## src/rtl/cdb_arbiter_pkg.sv

```systemverilog
// Shared widths, source codes and round-robin helpers for the common data bus arbiter.
package cdb_arbiter_pkg;

  localparam int TAG_W  = 4;
  localparam int DATA_W = 32;
  localparam int ADDR_W = 32;

  localparam logic [1:0] SRC_ALU = 2'd0;
  localparam logic [1:0] SRC_LSB = 2'd1;
  localparam logic [1:0] SRC_BR  = 2'd2;

  typedef struct packed {
    logic [TAG_W-1:0]  tag;
    logic [DATA_W-1:0] data;
    logic              jump;
    logic [ADDR_W-1:0] pc;
  } cdb_entry_t;

  localparam int ENTRY_W = $bits(cdb_entry_t);

  typedef struct packed {
    logic       found;
    logic [1:0] src;
  } rr_pick_t;

  // First non-empty source at or after ptr, scanning ALU -> LSB -> BR cyclically.
  function automatic rr_pick_t rr_pick(input logic [2:0] nonempty, input logic [1:0] ptr);
    rr_pick_t   res;
    logic [1:0] cand;
    logic       hit;
    res = '{found: 1'b0, src: SRC_ALU};
    for (int i = 0; i < 3; i++) begin
      cand      = 2'((int'(ptr) + i) % 3);
      hit       = !res.found && nonempty[cand];
      res.src   = hit ? cand : res.src;
      res.found = res.found | hit;
    end
    return res;
  endfunction

  function automatic logic [1:0] rr_next(input logic [1:0] src);
    logic [1:0] nxt;
    case (src)
      SRC_ALU: nxt = SRC_LSB;
      SRC_LSB: nxt = SRC_BR;
      default: nxt = SRC_ALU;
    endcase
    return nxt;
  endfunction

endpackage

```

## src/rtl/cdb_src_fifo.sv

```systemverilog
// Two-entry result FIFO for one CDB producer; en_i freezes it, flush_i empties it.
module cdb_src_fifo #(
  parameter int W = 8
) (
  input  logic         clk_i,
  input  logic         rst_ni,
  input  logic         en_i,
  input  logic         flush_i,
  input  logic         push_i,
  input  logic [W-1:0] push_data_i,
  input  logic         pop_i,
  output logic [1:0]   count_o,
  output logic [W-1:0] head_o
);

  logic [W-1:0] mem_q [2];
  logic         wr_q, wr_d;
  logic         rd_q, rd_d;
  logic [1:0]   cnt_q, cnt_d;
  logic         do_push_s, do_pop_s, wr_en_s;

  // Pointer and count next-state; flush beats push/pop, disabled means hold.
  always_comb begin
    wr_d      = wr_q;
    rd_d      = rd_q;
    cnt_d     = cnt_q;
    do_push_s = push_i && (cnt_q != 2'd2);
    do_pop_s  = pop_i && (cnt_q != 2'd0);
    wr_en_s   = 1'b0;
    if (en_i && flush_i) begin
      wr_d  = 1'b0;
      rd_d  = 1'b0;
      cnt_d = 2'd0;
    end else if (en_i) begin
      wr_en_s = do_push_s;
      wr_d    = do_push_s ? ~wr_q : wr_q;
      rd_d    = do_pop_s ? ~rd_q : rd_q;
      case ({do_push_s, do_pop_s})
        2'b10:   cnt_d = cnt_q + 2'd1;
        2'b01:   cnt_d = cnt_q - 2'd1;
        default: cnt_d = cnt_q;
      endcase
    end else begin
      cnt_d = cnt_q;
    end
  end

  // Pointer and count registers.
  always_ff @(posedge clk_i) begin
    if (!rst_ni) begin
      wr_q  <= 1'b0;
      rd_q  <= 1'b0;
      cnt_q <= 2'd0;
    end else begin
      wr_q  <= wr_d;
      rd_q  <= rd_d;
      cnt_q <= cnt_d;
    end
  end

  // Entry storage; validity is tracked by the count, so no reset is needed.
  always_ff @(posedge clk_i) begin
    if (wr_en_s) begin
      mem_q[wr_q] <= push_data_i;
    end
  end

  assign count_o = cnt_q;
  assign head_o  = mem_q[rd_q];

endmodule

```

## src/rtl/cdb_arbiter.sv

```systemverilog
// Round-robin arbiter merging ALU, LSB and branch results onto one registered CDB broadcast.
module cdb_arbiter
  import cdb_arbiter_pkg::*;
(
  input  logic              clk,
  input  logic              rst,
  input  logic              rdy,
  input  logic              clear,
  input  logic              alu_valid,
  input  logic [TAG_W-1:0]  alu_tag,
  input  logic [DATA_W-1:0] alu_data,
  output logic              alu_ready,
  input  logic              lsb_valid,
  input  logic [TAG_W-1:0]  lsb_tag,
  input  logic [DATA_W-1:0] lsb_data,
  output logic              lsb_ready,
  input  logic              br_valid,
  input  logic [TAG_W-1:0]  br_tag,
  input  logic [DATA_W-1:0] br_data,
  input  logic              br_jump,
  input  logic [ADDR_W-1:0] br_pc,
  output logic              br_ready,
  output logic              cdb_valid,
  output logic [1:0]        cdb_src,
  output logic [TAG_W-1:0]  cdb_tag,
  output logic [DATA_W-1:0] cdb_data,
  output logic              cdb_jump,
  output logic [ADDR_W-1:0] cdb_pc,
  output logic              busy
);

  cdb_entry_t push_s [3];
  cdb_entry_t head_s [3];
  logic [1:0] cnt_s  [3];
  logic [2:0] valid_s, ready_s, push_en_s, pop_s, nonempty_s;
  rr_pick_t   pick_s;
  logic       grant_s;

  logic       cdb_valid_q, cdb_valid_d;
  logic [1:0] cdb_src_q, cdb_src_d;
  cdb_entry_t cdb_q, cdb_d;
  logic [1:0] rr_q, rr_d;

  assign valid_s = {br_valid, lsb_valid, alu_valid};
  assign push_s[SRC_ALU] = '{tag: alu_tag, data: alu_data, jump: 1'b0, pc: {ADDR_W{1'b0}}};
  assign push_s[SRC_LSB] = '{tag: lsb_tag, data: lsb_data, jump: 1'b0, pc: {ADDR_W{1'b0}}};
  assign push_s[SRC_BR]  = '{tag: br_tag, data: br_data, jump: br_jump, pc: br_pc};

  assign pick_s  = rr_pick(nonempty_s, rr_q);
  assign grant_s = rdy && !clear && pick_s.found;

  for (genvar gi = 0; gi < 3; gi++) begin : g_fifo
    // Ready depends only on the current count: a same-cycle pop gives no credit.
    assign ready_s[gi]    = (cnt_s[gi] < 2'd2) && rdy && !clear;
    assign push_en_s[gi]  = valid_s[gi] && ready_s[gi];
    assign nonempty_s[gi] = (cnt_s[gi] != 2'd0);
    assign pop_s[gi]      = grant_s && (pick_s.src == 2'(gi));

    cdb_src_fifo #(.W(ENTRY_W)) u_fifo (
      .clk_i       (clk),
      .rst_ni      (rst),
      .en_i        (rdy),
      .flush_i     (clear),
      .push_i      (push_en_s[gi]),
      .push_data_i (push_s[gi]),
      .pop_i       (pop_s[gi]),
      .count_o     (cnt_s[gi]),
      .head_o      (head_s[gi])
    );
  end

  // Broadcast and round-robin next-state: flush, then grant, then idle; rdy=0 holds.
  always_comb begin
    cdb_valid_d = cdb_valid_q;
    cdb_src_d   = cdb_src_q;
    cdb_d       = cdb_q;
    rr_d        = rr_q;
    if (rdy && clear) begin
      cdb_valid_d = 1'b0;
      rr_d        = SRC_ALU;
    end else if (grant_s) begin
      cdb_valid_d = 1'b1;
      cdb_src_d   = pick_s.src;
      rr_d        = rr_next(pick_s.src);
      case (pick_s.src)
        SRC_LSB: cdb_d = head_s[SRC_LSB];
        SRC_BR:  cdb_d = head_s[SRC_BR];
        default: cdb_d = head_s[SRC_ALU];
      endcase
    end else if (rdy) begin
      cdb_valid_d = 1'b0;
    end else begin
      cdb_valid_d = cdb_valid_q;
    end
  end

  // CDB output and round-robin pointer registers.
  always_ff @(posedge clk) begin
    if (!rst) begin
      cdb_valid_q <= 1'b0;
      cdb_src_q   <= 2'd0;
      cdb_q       <= '{tag: {TAG_W{1'b0}}, data: {DATA_W{1'b0}}, jump: 1'b0, pc: {ADDR_W{1'b0}}};
      rr_q        <= 2'd0;
    end else begin
      cdb_valid_q <= cdb_valid_d;
      cdb_src_q   <= cdb_src_d;
      cdb_q       <= cdb_d;
      rr_q        <= rr_d;
    end
  end

  assign alu_ready = ready_s[SRC_ALU];
  assign lsb_ready = ready_s[SRC_LSB];
  assign br_ready  = ready_s[SRC_BR];
  assign cdb_valid = cdb_valid_q;
  assign cdb_src   = cdb_src_q;
  assign cdb_tag   = cdb_q.tag;
  assign cdb_data  = cdb_q.data;
  assign cdb_jump  = cdb_q.jump;
  assign cdb_pc    = cdb_q.pc;
  assign busy      = |nonempty_s;

endmodule

```

## config.mk

```make
export PLATFORM = sky130hd
export DESIGN_NAME = cdb_arbiter
export DESIGN_NICKNAME = d
export VERILOG_FILES = /design/src/rtl/cdb_arbiter_pkg.sv /design/src/rtl/cdb_src_fifo.sv /design/src/rtl/cdb_arbiter.sv
export SDC_FILE = /design/constraint.sdc
export NUM_CORES = 1
export LEC_CHECK = 0
export BUFFER_PORTS_ARGS = -buffer_cell sky130_fd_sc_hd__buf_2
export CAP_MARGIN = 25
export CORE_ASPECT_RATIO = 0.9
export CORE_MARGIN = 3
export CORE_UTILIZATION = 38
export CTS_CLUSTER_DIAMETER = 100
export DETAILED_ROUTE_END_ITERATION = 8
export MAX_ROUTING_LAYER = met4
export PLACE_DENSITY = 0.63
export SLEW_MARGIN = 10
export SYNTH_ARGS = -nofsm -noshare
export SYNTH_HDL_FRONTEND = slang
export SYNTH_SLANG_ARGS = --single-unit
```

## constraint.sdc

```tcl
create_clock -name clk -period 4.7 [get_ports clk]
set_input_delay 0 -clock clk [delete_from_list [all_inputs] [get_ports clk]]
set_output_delay 0 -clock clk [all_outputs]
set_load 0.02 [all_outputs]
```

==> results.py <==
metrics = {
    "cells_and_area": {
        "final_cell_mix": "282 x edfxtp_1, 222 x buf_2, 145 x dlygate4sd3_1",
        "area_growth_pct": 29.4,
        "drive_gt1_frac": 0.266,
        "finalInstanceArea_sq_mm": 0.0196,
        "nFillCells": 3378,
        "fin_nets": 1644,
        "fin_util": 0.504,
        "final_common_cell": "edfxtp_1",
    },
    "placement": {
        "dpl.hpwl_microns": 23400,
        "numPortBuffers": 223,
        "gp_congestion": 0.750,
        "placed_area_sq_mm": 0.0168,
        "pre_cts_slack_ps": 761,
    },
    "die": {
        "io_pins": 224,
        "die_w_microns": 216,
        "dieArea_sq_mm": 0.0422,
        "core_sq_mm": 0.0388,
        "start_util": 0.390,
        "die_h_microns": 195,
        "num_rows": 68,
    },
    "clock_tree": {
        "clkLatencyLatePin_ps": 540,
        "max-clock-path-buffers": 3,
        "cts_tree": "yes",
        "post_cts_buffers": 0,
        "clkSinkCount": 371,
        "root_buffer": "clkbuf_16",
        "clkTransAtPathRegs_ps": 60,
        "h-tree-depth": 2,
        "cts_buffers": 40,
    },
    "global_routing": {
        "grtUsageTotal": 0.182,
        "grt_antenna_before_repair": 5,
        "grt_remaining_overflow": 0,
        "grt_start_max_net_pins": 76,
        "grt_pass1_wl_microns": 58900,
        "grt_pass1_vias": 10700,
    },
    "route": {
        "routed.top_layer": "met4",
        "drt_wl_total_microns": 37900,
        "routedWlPerCell_microns": 18.5,
        "post-route-drc-count": 0,
        "wl_met1_microns": 16600,
        "drt_iter0_drc": 575,
        "num_vias": 10300,
        "drt_first_pass_iters": 5,
        "ant_nets": 0,
        "via_per_inst": 5.04,
        "wl_met2_microns": 18600,
        "met3_length_microns": 1870,
    },
    "timing": {
        "setup_slack_ps": 792,
        "tns_ps": 0,
        "drv_slew": 0,
        "rsz0062_at_grt": "no",
        "max-slew-margin-rel": 0.342,
        "hold_violations": 0,
        "max_freq_mhz": 256,
        "tightestPinTransition_ps": 987,
        "min_period_ps": 3910,
        "timing.final.crit_share": 0.832,
        "finClkSkew_ps": 17.9,
        "setup_viol": 0,
    },
    "critical_path": {
        "worstPathRequired_ps": 5100,
        "crit_fanout": 38,
        "startpoint_type": "flip-flop",
        "worst-setup-path-type": "reg -> reg",
        "crit_arrival_ps": 4310,
        "reg2regPathDepth": 13,
        "worstSetupEndpointType": "flip-flop",
    },
    "pwr": {
        "pwr-share-seq": 0.502,
        "power_frac_comb": 0.077,
        "power.switching_uw": 1640,
        "swShare": 0.225,
        "irDropWorstVdd_uv": 206,
        "power_leakage_uw": 0.00724,
        "powerDensity_mw_per_mm2": 371,
        "clockPowerShare": 0.421,
        "p_int_uw": 5620,
    },
    "run_status": {
        "status": "finished, final reports clean",
    },
    "synthesis": {
        "yosysUniqueCellTypes": 45,
        "ys_ff_latch": 371,
        "synthArstFlopShare": 0,
        "synth_nets": 1291,
        "synth-edff-count": 282,
        "synthCells": 1133,
        "syn_area_sq_mm": 0.0151,
        "ys.warnings.count": 0,
        "synth_flop_cell": "edfxtp_1",
        "yosysSeqAreaShare": 0.678,
        "postSynthAreaPerCell_sq_um": 13.3,
    },
    "worst_hold_path": {
        "hp-class": "in -> reg",
        "hold_depth": 3,
    },
    "run": {
        "maxCapViolCount": 0,
    },
}
-- layer usage --
metal | vias to the layer above | global-route usage
met2 | 268 | 0.305
met3 | 61 | 0.0369
met1 | 5063 | 0.227
li1 | 4925 | -
met5 | - | -
met4 | 0 | 0.0462
-- path summary, 6_finish.rpt --
path | from | to | slack [ps]
setup / recovery | rr_q[0] | g_fifo[2].u_fifo.count_o[1] | 790
hold / removal | rst | cdb_pc[31] | 80
hold reg to reg | cdb_src[0] | cdb_src[0] | 460
setup reg to reg | rr_q[0] | g_fifo[2].u_fifo.count_o[1] | 790
-- through the flow --
step	power [uW]	cells	hold WS (ps)
2_1_floorplan	3980	1133	98.9
3_3_place_gp	4160	1820	189
3_5_place_dp	4180	1823	192
4_1_cts	7330	2041	62.4
5_1_grt	7530	2047	88.3
6_report	7260	2047	78.1
-- repair_timing --
item                      in CTS  in global routing
hold endpoints to repair     290                  0
resized for setup              0                  0
hold buffers                 145                  0
-- flip-flops by register name (all words and copies together), names as in the netlist, named ones only --
register               cells
cdb_data                  32
cdb_jump                   1
cdb_pc                    32
cdb_src                    2
cdb_tag                    4
cdb_valid                  1
g_fifo.u_fifo.count_o      6
g_fifo.u_fifo.mem_q      282
g_fifo.u_fifo.rd_q         3
g_fifo.u_fifo.wr_q         3
rr_q                       2
-- area by class of cell --
class | count | area (sq um) | share of cell area
Antenna cell | 5 | 12.5 | 0.000640
Tap cell | 525 | 657 | 0.0336
Clock buffer | 56 | 1170 | 0.0599
Clock inverter | 17 | 134 | 0.00684
Inverter | 5 | 18.8 | 0.000960
Sequential cell | 371 | 10300 | 0.524
Timing Repair Buffer | 389 | 2800 | 0.143
Multi-Input combinational cell | 679 | 4510 | 0.231
-- synthesized netlist by cell type (7+ instances only) --
| master | n | area [sq um] |
|---|---|---|
| o21ai_0 | 70 | 350 |
| a21oi_1 | 39 | 195 |
| a22oi_1 | 36 | 270 |
| nand2_1 | 122 | 458 |
| nand3_1 | 8 | 40.0 |
| mux2i_1 | 73 | 731 |
| mux2_2 | 72 | 811 |
| ha_1 | 10 | 125 |
| xor2_1 | 9 | 78.8 |
| nor3_1 | 68 | 340 |
| edfxtp_1 | 282 | 8470 |
| buf_1 | 7 | 26.3 |
| buf_2 | 18 | 90.1 |
| nor2_1 | 54 | 203 |
| clkbuf_1 | 48 | 180 |
| nor2b_1 | 40 | 250 |
| dfxtp_1 | 89 | 1780 |
| a211oi_1 | 39 | 293 |
-- power by group through the flow --
stage | Clock [uW] | Combinational, uW | Sequential, uW
global placement | 0 | 452 | 3710
floorplan | 0 | 228 | 3750
detailed placement | 0 | 465 | 3710
global route | 3260 | 615 | 3650
CTS | 3130 | 563 | 3640
finish | 3050 | 561 | 3640
-- cells by family after synthesis --
| group | after synthesis | share of synthesized area |
|---|---|---|
| AOI/OAI and AO/OA | 197 | 0.0817 |
| xor gates and xnor gates | 12 | 0.00695 |
| adders and majority gates | 10 | 0.00828 |
| buffers and inverters | 83 | 0.0266 |
| DFF | 371 | 0.678 |
| muxes | 145 | 0.102 |
| and+or+nand+nor | 315 | 0.0965 |
-- worst max-delay path: stages (launching register included) --
cell	delay [ps]
dfxtp_1	340
inv_1	70
ha_1	490
or2_2	180
o211ai_1	80
a211oi_1	440
ha_2	950
o21ai_0	340
nor2_1	180
ha_1	240
nor2b_1	190
nand2_1	90
xor2_1	130
nor2_1	50
No activity file was read; power rests on OpenSTA's default activity.
